### src/rtl/leb128_decoder_pkg.sv
// Shared definitions for the LEB128 immediate decoder: FSM encodings,
// encoding-length limits, the trap code raised on a malformed immediate,
// and the small pure helpers used by the decode datapath.
package leb128_decoder_pkg;

    // Decoder FSM encoding. The value is also what a debugger sees when
    // probing the state register.
    typedef enum logic [1:0] {
        ST_IDLE   = 2'd0,
        ST_DECODE = 2'd1,
        ST_DONE   = 2'd2,
        ST_ERROR  = 2'd3
    } state_t;

    // Longest legal encodings: ceil(32/7) and ceil(64/7) bytes.
    localparam int DEF_MAX_BYTES_32 = 5;
    localparam int DEF_MAX_BYTES_64 = 10;

    // Trap code the cpu raises when the decoder flags a malformed immediate.
    localparam logic [7:0] TRAP_LEB128_MALFORMED = 8'h1C;

    // Checks the payload of the byte that sits at the maximum encoding length.
    // Only the bits that still land inside the target width may carry
    // information; the rest must be zero (unsigned) or copies of the sign
    // (signed).
    function automatic logic last_byte_ok(input logic [6:0] payload,
                                          input logic       sgn,
                                          input logic       w64);
        logic ok;
        if (w64) begin
            if (sgn) ok = (payload == 7'h00) || (payload == 7'h7F);
            else     ok = (payload[6:1] == 6'h00);
        end else begin
            if (sgn) ok = (payload[6:3] == 4'h0) || (payload[6:3] == 4'hF);
            else     ok = (payload[6:4] == 3'h0);
        end
        return ok;
    endfunction

    // Mask with every bit at position >= from_bit set. A position of 64 or
    // more yields an empty mask.
    function automatic logic [63:0] upper_mask(input logic [7:0] from_bit);
        return ~((64'd1 << from_bit) - 64'd1);
    endfunction

endpackage

### src/rtl/leb128_decoder.sv
// LEB128 immediate decoder between the ROM byte stream and the execute
// stage. Accepts one encoded byte per handshake and produces a 64-bit
// immediate (32-bit targets are zero-extended two's-complement values),
// the number of bytes consumed, and an error flag for malformed encodings.
//
// Handshakes (both sides use strict valid/ready): a byte transfers on any
// rising edge where in_valid && in_ready; a result transfers on any rising
// edge where out_valid && out_ready. Neither valid depends combinationally
// on the matching ready; in_ready and out_valid come straight from state.
module leb128_decoder
    import leb128_decoder_pkg::*;
#(
    parameter int MAX_BYTES_32 = DEF_MAX_BYTES_32,
    parameter int MAX_BYTES_64 = DEF_MAX_BYTES_64
) (
    input  logic        clk,
    input  logic        reset,
    input  logic        start,
    input  logic        is_signed,
    input  logic        is_64,
    input  logic [7:0]  in_byte,
    input  logic        in_valid,
    output logic        in_ready,
    output logic [63:0] out_value,
    output logic [3:0]  out_length,
    output logic        out_valid,
    input  logic        out_ready,
    output logic        error,
    output logic        busy
);

    state_t      state;
    state_t      state_next;

    // Decode context latched at start.
    logic        sgn_q;
    logic        w64_q;

    // Accumulated payload bits, next bit position, bytes consumed so far.
    logic [63:0] acc;
    logic [6:0]  shift;
    logic [3:0]  count;

    // Result registers presented while in DONE.
    logic [63:0] value_q;
    logic [3:0]  length_q;

    // Datapath helpers.
    logic        accept;
    logic        is_last;
    logic [6:0]  payload;
    logic [3:0]  count_inc;
    logic [3:0]  max_count;
    logic        at_limit;
    logic        last_ok;
    logic [63:0] acc_next;
    logic [7:0]  sx_from;
    logic [7:0]  width;
    logic [63:0] final_value;
    logic        good_final;
    logic        bad_byte;

    // Byte acceptance, length-limit and final-byte validity decisions.
    always_comb begin
        accept    = (state == ST_DECODE) && in_valid;
        is_last   = ~in_byte[7];
        payload   = in_byte[6:0];
        count_inc = count + 4'd1;
        max_count = w64_q ? 4'(MAX_BYTES_64) : 4'(MAX_BYTES_32);
        at_limit  = (count_inc == max_count);
        // The range check only applies to the byte at the maximum length;
        // shorter encodings cannot overflow the target width.
        last_ok   = !at_limit || last_byte_ok(payload, sgn_q, w64_q);
        // Final byte that passes its check, vs. a final byte that fails or a
        // continuation byte that would exceed the maximum length.
        good_final = accept && is_last && last_ok;
        bad_byte   = accept && ((is_last && !last_ok) || (!is_last && at_limit));
    end

    // Merge the incoming payload and build the finalized immediate.
    always_comb begin
        acc_next    = acc | ({57'd0, payload} << shift);
        sx_from     = {1'b0, shift} + 8'd7;
        width       = w64_q ? 8'd64 : 8'd32;
        final_value = acc_next;
        // Sign extension from the top payload bit of the final byte.
        if (sgn_q && payload[6] && (sx_from < width)) begin
            final_value = final_value | upper_mask(sx_from);
        end
        // 32-bit targets keep only the low word.
        if (!w64_q) begin
            final_value[63:32] = 32'd0;
        end
    end

    // State register.
    always_ff @(posedge clk) begin
        if (reset) begin
            state <= ST_IDLE;
        end else begin
            state <= state_next;
        end
    end

    // Next-state logic.
    always_comb begin
        state_next = state;
        case (state)
            ST_IDLE: begin
                if (start) state_next = ST_DECODE;
            end
            ST_DECODE: begin
                if (good_final)    state_next = ST_DONE;
                else if (bad_byte) state_next = ST_ERROR;
            end
            ST_DONE: begin
                if (out_ready) state_next = ST_IDLE;
            end
            ST_ERROR: begin
                // The start that clears the error is consumed by this exit.
                if (start) state_next = ST_IDLE;
            end
            default: state_next = ST_IDLE;
        endcase
    end

    // Outputs decoded directly from state and the result registers.
    always_comb begin
        in_ready   = (state == ST_DECODE);
        out_valid  = (state == ST_DONE);
        error      = (state == ST_ERROR);
        busy       = (state != ST_IDLE);
        out_value  = value_q;
        out_length = length_q;
    end

    // Decode context, accumulator and result registers.
    always_ff @(posedge clk) begin
        if (reset) begin
            sgn_q    <= 1'b0;
            w64_q    <= 1'b0;
            acc      <= 64'd0;
            shift    <= 7'd0;
            count    <= 4'd0;
            value_q  <= 64'd0;
            length_q <= 4'd0;
        end else begin
            case (state)
                ST_IDLE: begin
                    if (start) begin
                        sgn_q <= is_signed;
                        w64_q <= is_64;
                        acc   <= 64'd0;
                        shift <= 7'd0;
                        count <= 4'd0;
                    end
                end
                ST_DECODE: begin
                    if (accept) begin
                        acc   <= acc_next;
                        shift <= shift + 7'd7;
                        count <= count_inc;
                    end
                    if (good_final) begin
                        value_q  <= final_value;
                        length_q <= count_inc;
                    end
                end
                ST_DONE: begin
                    if (out_ready) begin
                        value_q  <= 64'd0;
                        length_q <= 4'd0;
                    end
                end
                default: begin
                end
            endcase
        end
    end

endmodule

### config.mk
export PLATFORM = sky130hd
export DESIGN_NAME = leb128_decoder
export DESIGN_NICKNAME = d
export VERILOG_FILES = /design/src/rtl/leb128_decoder_pkg.sv /design/src/rtl/leb128_decoder.sv
export SDC_FILE = /design/constraint.sdc
export NUM_CORES = 1
export LEC_CHECK = 0
export ABC_AREA = 1
export CORE_MARGIN = 5
export CORE_UTILIZATION = 25
export CTS_CLUSTER_DIAMETER = 80
export CTS_CLUSTER_SIZE = 14
export DETAILED_ROUTE_END_ITERATION = 8
export GPL_TIMING_DRIVEN = 0
export PLACE_DENSITY = 0.4
export SYNTH_ARGS = -nofsm -noshare
export SYNTH_HDL_FRONTEND = slang
export SYNTH_SLANG_ARGS = --single-unit
### constraint.sdc
create_clock -name clk -period 3.48 [get_ports clk]
set_input_delay 0.348 -clock clk [delete_from_list [all_inputs] [get_ports clk]]
set_output_delay 0.348 -clock clk [all_outputs]
set_load 0.01 [all_outputs]
==> results.md <==
* Post-synthesis adder-cell area fraction at 0.5286%
* Final Setup Violations at 0
* Number of synthesized flops with an enable pin at 0
* First-pass GRT wire length at 66380 um
* Total negative slack at 0 ns
* Site row count at 71
* CP most frequent cell: nand2_1
* Post-synthesis async set-or-reset flop share at 0%
* CTS tree: built
* Area growth syn-to-layout at 24.01%
* Routed WL at 45060 um
* Synth Area in Compound Gates at 18.45%
* LEAKAGE at 0.004909 uW
* Post-synthesis instance area at 9468 um2
* Power consumption at 7275 uW
* CTS Buf Count at 17
* Fin crit share at 96.26%
* Worst Path Arrival at 3.63 ns
* Warnings, synthesis at 0
* RSZ-0062 raised after global routing: no
* Crit path time final at 3.350 ns
* Fill count at 4252
* Initial antenna violation count at 1
* DR WL/cell at 20.67 um
* Longest individual stage delay on the worst path at 0.51 ns
* CTS root buf: clkbuf_16
* Post-DP HPWL at 36840 um
* Die Ht at 204.6 um
* H-tree levels at 4
* Crit path cell chain: clkbuf_4, inv_4, ha_2, nand2_4, nand2_2, xor2_4, clkbuf_1, nand3_1, nand2_1, nor2_1, nand2_1, inv_1, nand2_1, nor2_1, nand2_1, nand2_1, nand3_1, nand2_1, nand2_1, a21oi_1
* CP max FO at 10
* Worst Path Class, Setup: flip-flop to flip-flop
* Inst Count DP at 2144
* Crit path buf inv count at 4
* IO Port Bufs at 85
* Final Hold Fails at 0
* Total Routing Usage GR at 21.24%
* 1st-pass router iterations at 5
* I/O Pins at 87
* Post-route DRC at 0
* Non-Filler Instances at 2180
* Mux cell area share after synthesis at 0%
* Routed Antenna Nets at 0
* Final #Nets at 1674
* DR vias at 10680
* Fmax at 0.2985 GHz
* Final Skew at 0.01485 ns
* Worst-margin pin slew at 1.112 ns
* Crit. End Element: flip-flop
* MaxCap Viol Count at 0
* HP Class: flip-flop to flip-flop
* Clock transition at path regs at 0.07 ns
* Register bit total from synthesis at 147
* Cell count after synthesis at 1548
* Reg area at 2943 um2
* Pwr Density at 619.6 nW/um2
* Main combinational cell family by area after synthesis: simple AND/OR/NAND/NOR gates
* Max-slew violation count at 0
* Post-synthesis xor/xnor area fraction at 0.6608%
* Hold slack at 0.4661 ns
* Post-synth cell types at 46
* Pin count of the biggest net entering global routing at 17
* Initial Utilization at 25.26%
* Die W at 204.6 um
* Req. time, crit path at 3.76 ns
* Rel. slew slack at 25.89%
* CP delay by family, top: simple AND/OR/NAND/NOR gates
* Via/cell ratio at 4.900
* RD Place Congestion at 0.9875
* Area of the multi-input gates at 5679 um2
* Starting DRT DRC Count at 949
* Simple-Gate Fraction of Synth Area at 38.83%
* Number of global-route vias before repair at 10310
* Worst vdd ir at 0.0003523 V
* Cts hold-fix bufs at 0
* Crit-path slowest cell: clkbuf_1
* Clk sinks at 147
* Syn nets at 1567
* Layout cells sized above 1 at 10.19%
* Grt total ovfl at 0
* Avg Cell Area, Syn at 6.116 um2
* Critical path startpoint category: flip-flop
* Status: finished, final reports clean
* Sequential fraction of the synthesis area at 31.08%
* Die area at 41860 um2
* Ys flop type: dfxtp_1
* Worst-skew pair later-pin latency at 0.45 ns
* Clock Path Buffers at 2
* Core area at 37490 um2
[per-stage QoR]
step	util, %	area, um2	setup WS (ns)
2_1_floorplan	-	9468	0.7291
6_report	31.32	11740	0.1302
4_1_cts	30.96	11600	0.02804
3_5_place_dp	29.23	10960	-0.3216
3_3_place_gp	29.23	10960	-0.3479
5_1_grt	31.31	11740	0.0003419
[cell type report]
type | instances | share of cell area, %
antenna | 1 | 0.02131
multi-input combinational | 1158 | 48.37
buffer | 79 | 3.154
sequential | 147 | 25.06
inverter | 163 | 5.307
tap | 511 | 5.445
clock buffer | 18 | 3.740
clock inverter | 14 | 1.396
timing repair buffer | 89 | 7.502
[cells in the final DEF, fill, tap and decap left out, types with 4 or more instances in the layout]
master	instances
buf_4	4
clkdlybuf4s50_1	85
nand4_1	20
inv_6	6
a21oi_1	181
clkbuf_2	5
buf_2	9
clkbuf_1	54
inv_2	18
o21bai_1	43
buf_6	7
clkbuf_16	17
nand2_1	428
nor2_4	11
inv_1	138
o21ai_1	19
nor3_1	64
dfxtp_1	147
nor2_1	128
nor3b_1	7
nand3b_1	4
o21ai_0	52
nor2_2	25
nand3_1	92
nand2_2	16
nand3_2	23
a31oi_1	6
o31ai_1	6
[flip-flops by register name, indices dropped and copies added, names as in the netlist]
signal,flops
sgn_q,1
shift,7
acc,64
out_length,4
state,2
w64_q,1
out_value,64
count,4
[report_power, final]
part           leakage [uW]  internal (uW)  switching [uW]
combinational       0.00343            958            2560
sequential          0.00119           1740            49.0
clock              0.000292           1100             865
[final timing paths]
kind	start	endpoint	slack, ns	cells after the start
hold reg to reg	out_value[35]	out_value[35]	0.47	2
setup / recovery	shift[1]	out_value[62]	0.13	20
setup reg to reg	shift[1]	out_value[62]	0.13	20
hold / removal	out_value[35]	out_value[35]	0.47	2
[synthesized netlist by cell type, types with 2 or more instances]
library cell | instances | share of area (%)
ha_1 | 4 | 0.53
nand2_2 | 15 | 0.99
nor2_1 | 148 | 5.9
o211ai_1 | 3 | 0.24
nor2_4 | 5 | 0.59
nand2_1 | 429 | 17
nor2_2 | 11 | 0.73
xnor2_1 | 3 | 0.28
nor3b_1 | 7 | 0.56
nor3_1 | 64 | 3.4
o21ai_1 | 13 | 0.69
buf_6 | 7 | 0.83
nand3b_1 | 4 | 0.32
inv_1 | 138 | 5.5
nand3_1 | 98 | 5.2
buf_2 | 10 | 0.53
a21oi_1 | 181 | 9.6
dfxtp_1 | 147 | 31
inv_2 | 18 | 0.71
nand3_2 | 17 | 1.8
a31oi_1 | 6 | 0.40
nand4_1 | 20 | 1.3
o21bai_1 | 43 | 3.4
o31ai_1 | 6 | 0.48
clkinv_1 | 4 | 0.16
or2_2 | 3 | 0.20
nor4_1 | 2 | 0.13
clkbuf_1 | 60 | 2.4
buf_1 | 3 | 0.12
nand2_4 | 2 | 0.24
o21ai_0 | 61 | 3.2
and3_1 | 2 | 0.13
[cell families (layout without fill, tap and decap cells)]
family	Yosys count	in the layout
compound gates	318	318
xor+xnor	5	5
fa+ha+maj	4	4
buf+inv	243	363
flops	147	147
other cells	1	2
simple gates	830	830
[tightest hold or removal path, stage by stage, from the launching register on]
cell	delay (ns)
dfxtp_1	0.31
nand2_1	0.06
a21oi_1	0.05
[timing repair]
item	CTS	global route
setup buffers	1	3
resized for setup	23	37
pin swaps	0	3
setup endpoints to repair	54	58
[metal layers]
layer,GRT usage [%],vias to the layer above,share of wire [%]
met5,0,-,0.073
met3,3.388,53,5.6
li1,-,5268,-
met4,6.293,2,2.8
met1,28.67,5011,46
met2,35.06,348,46
Note: power is estimated with default switching activity, not from simulation.
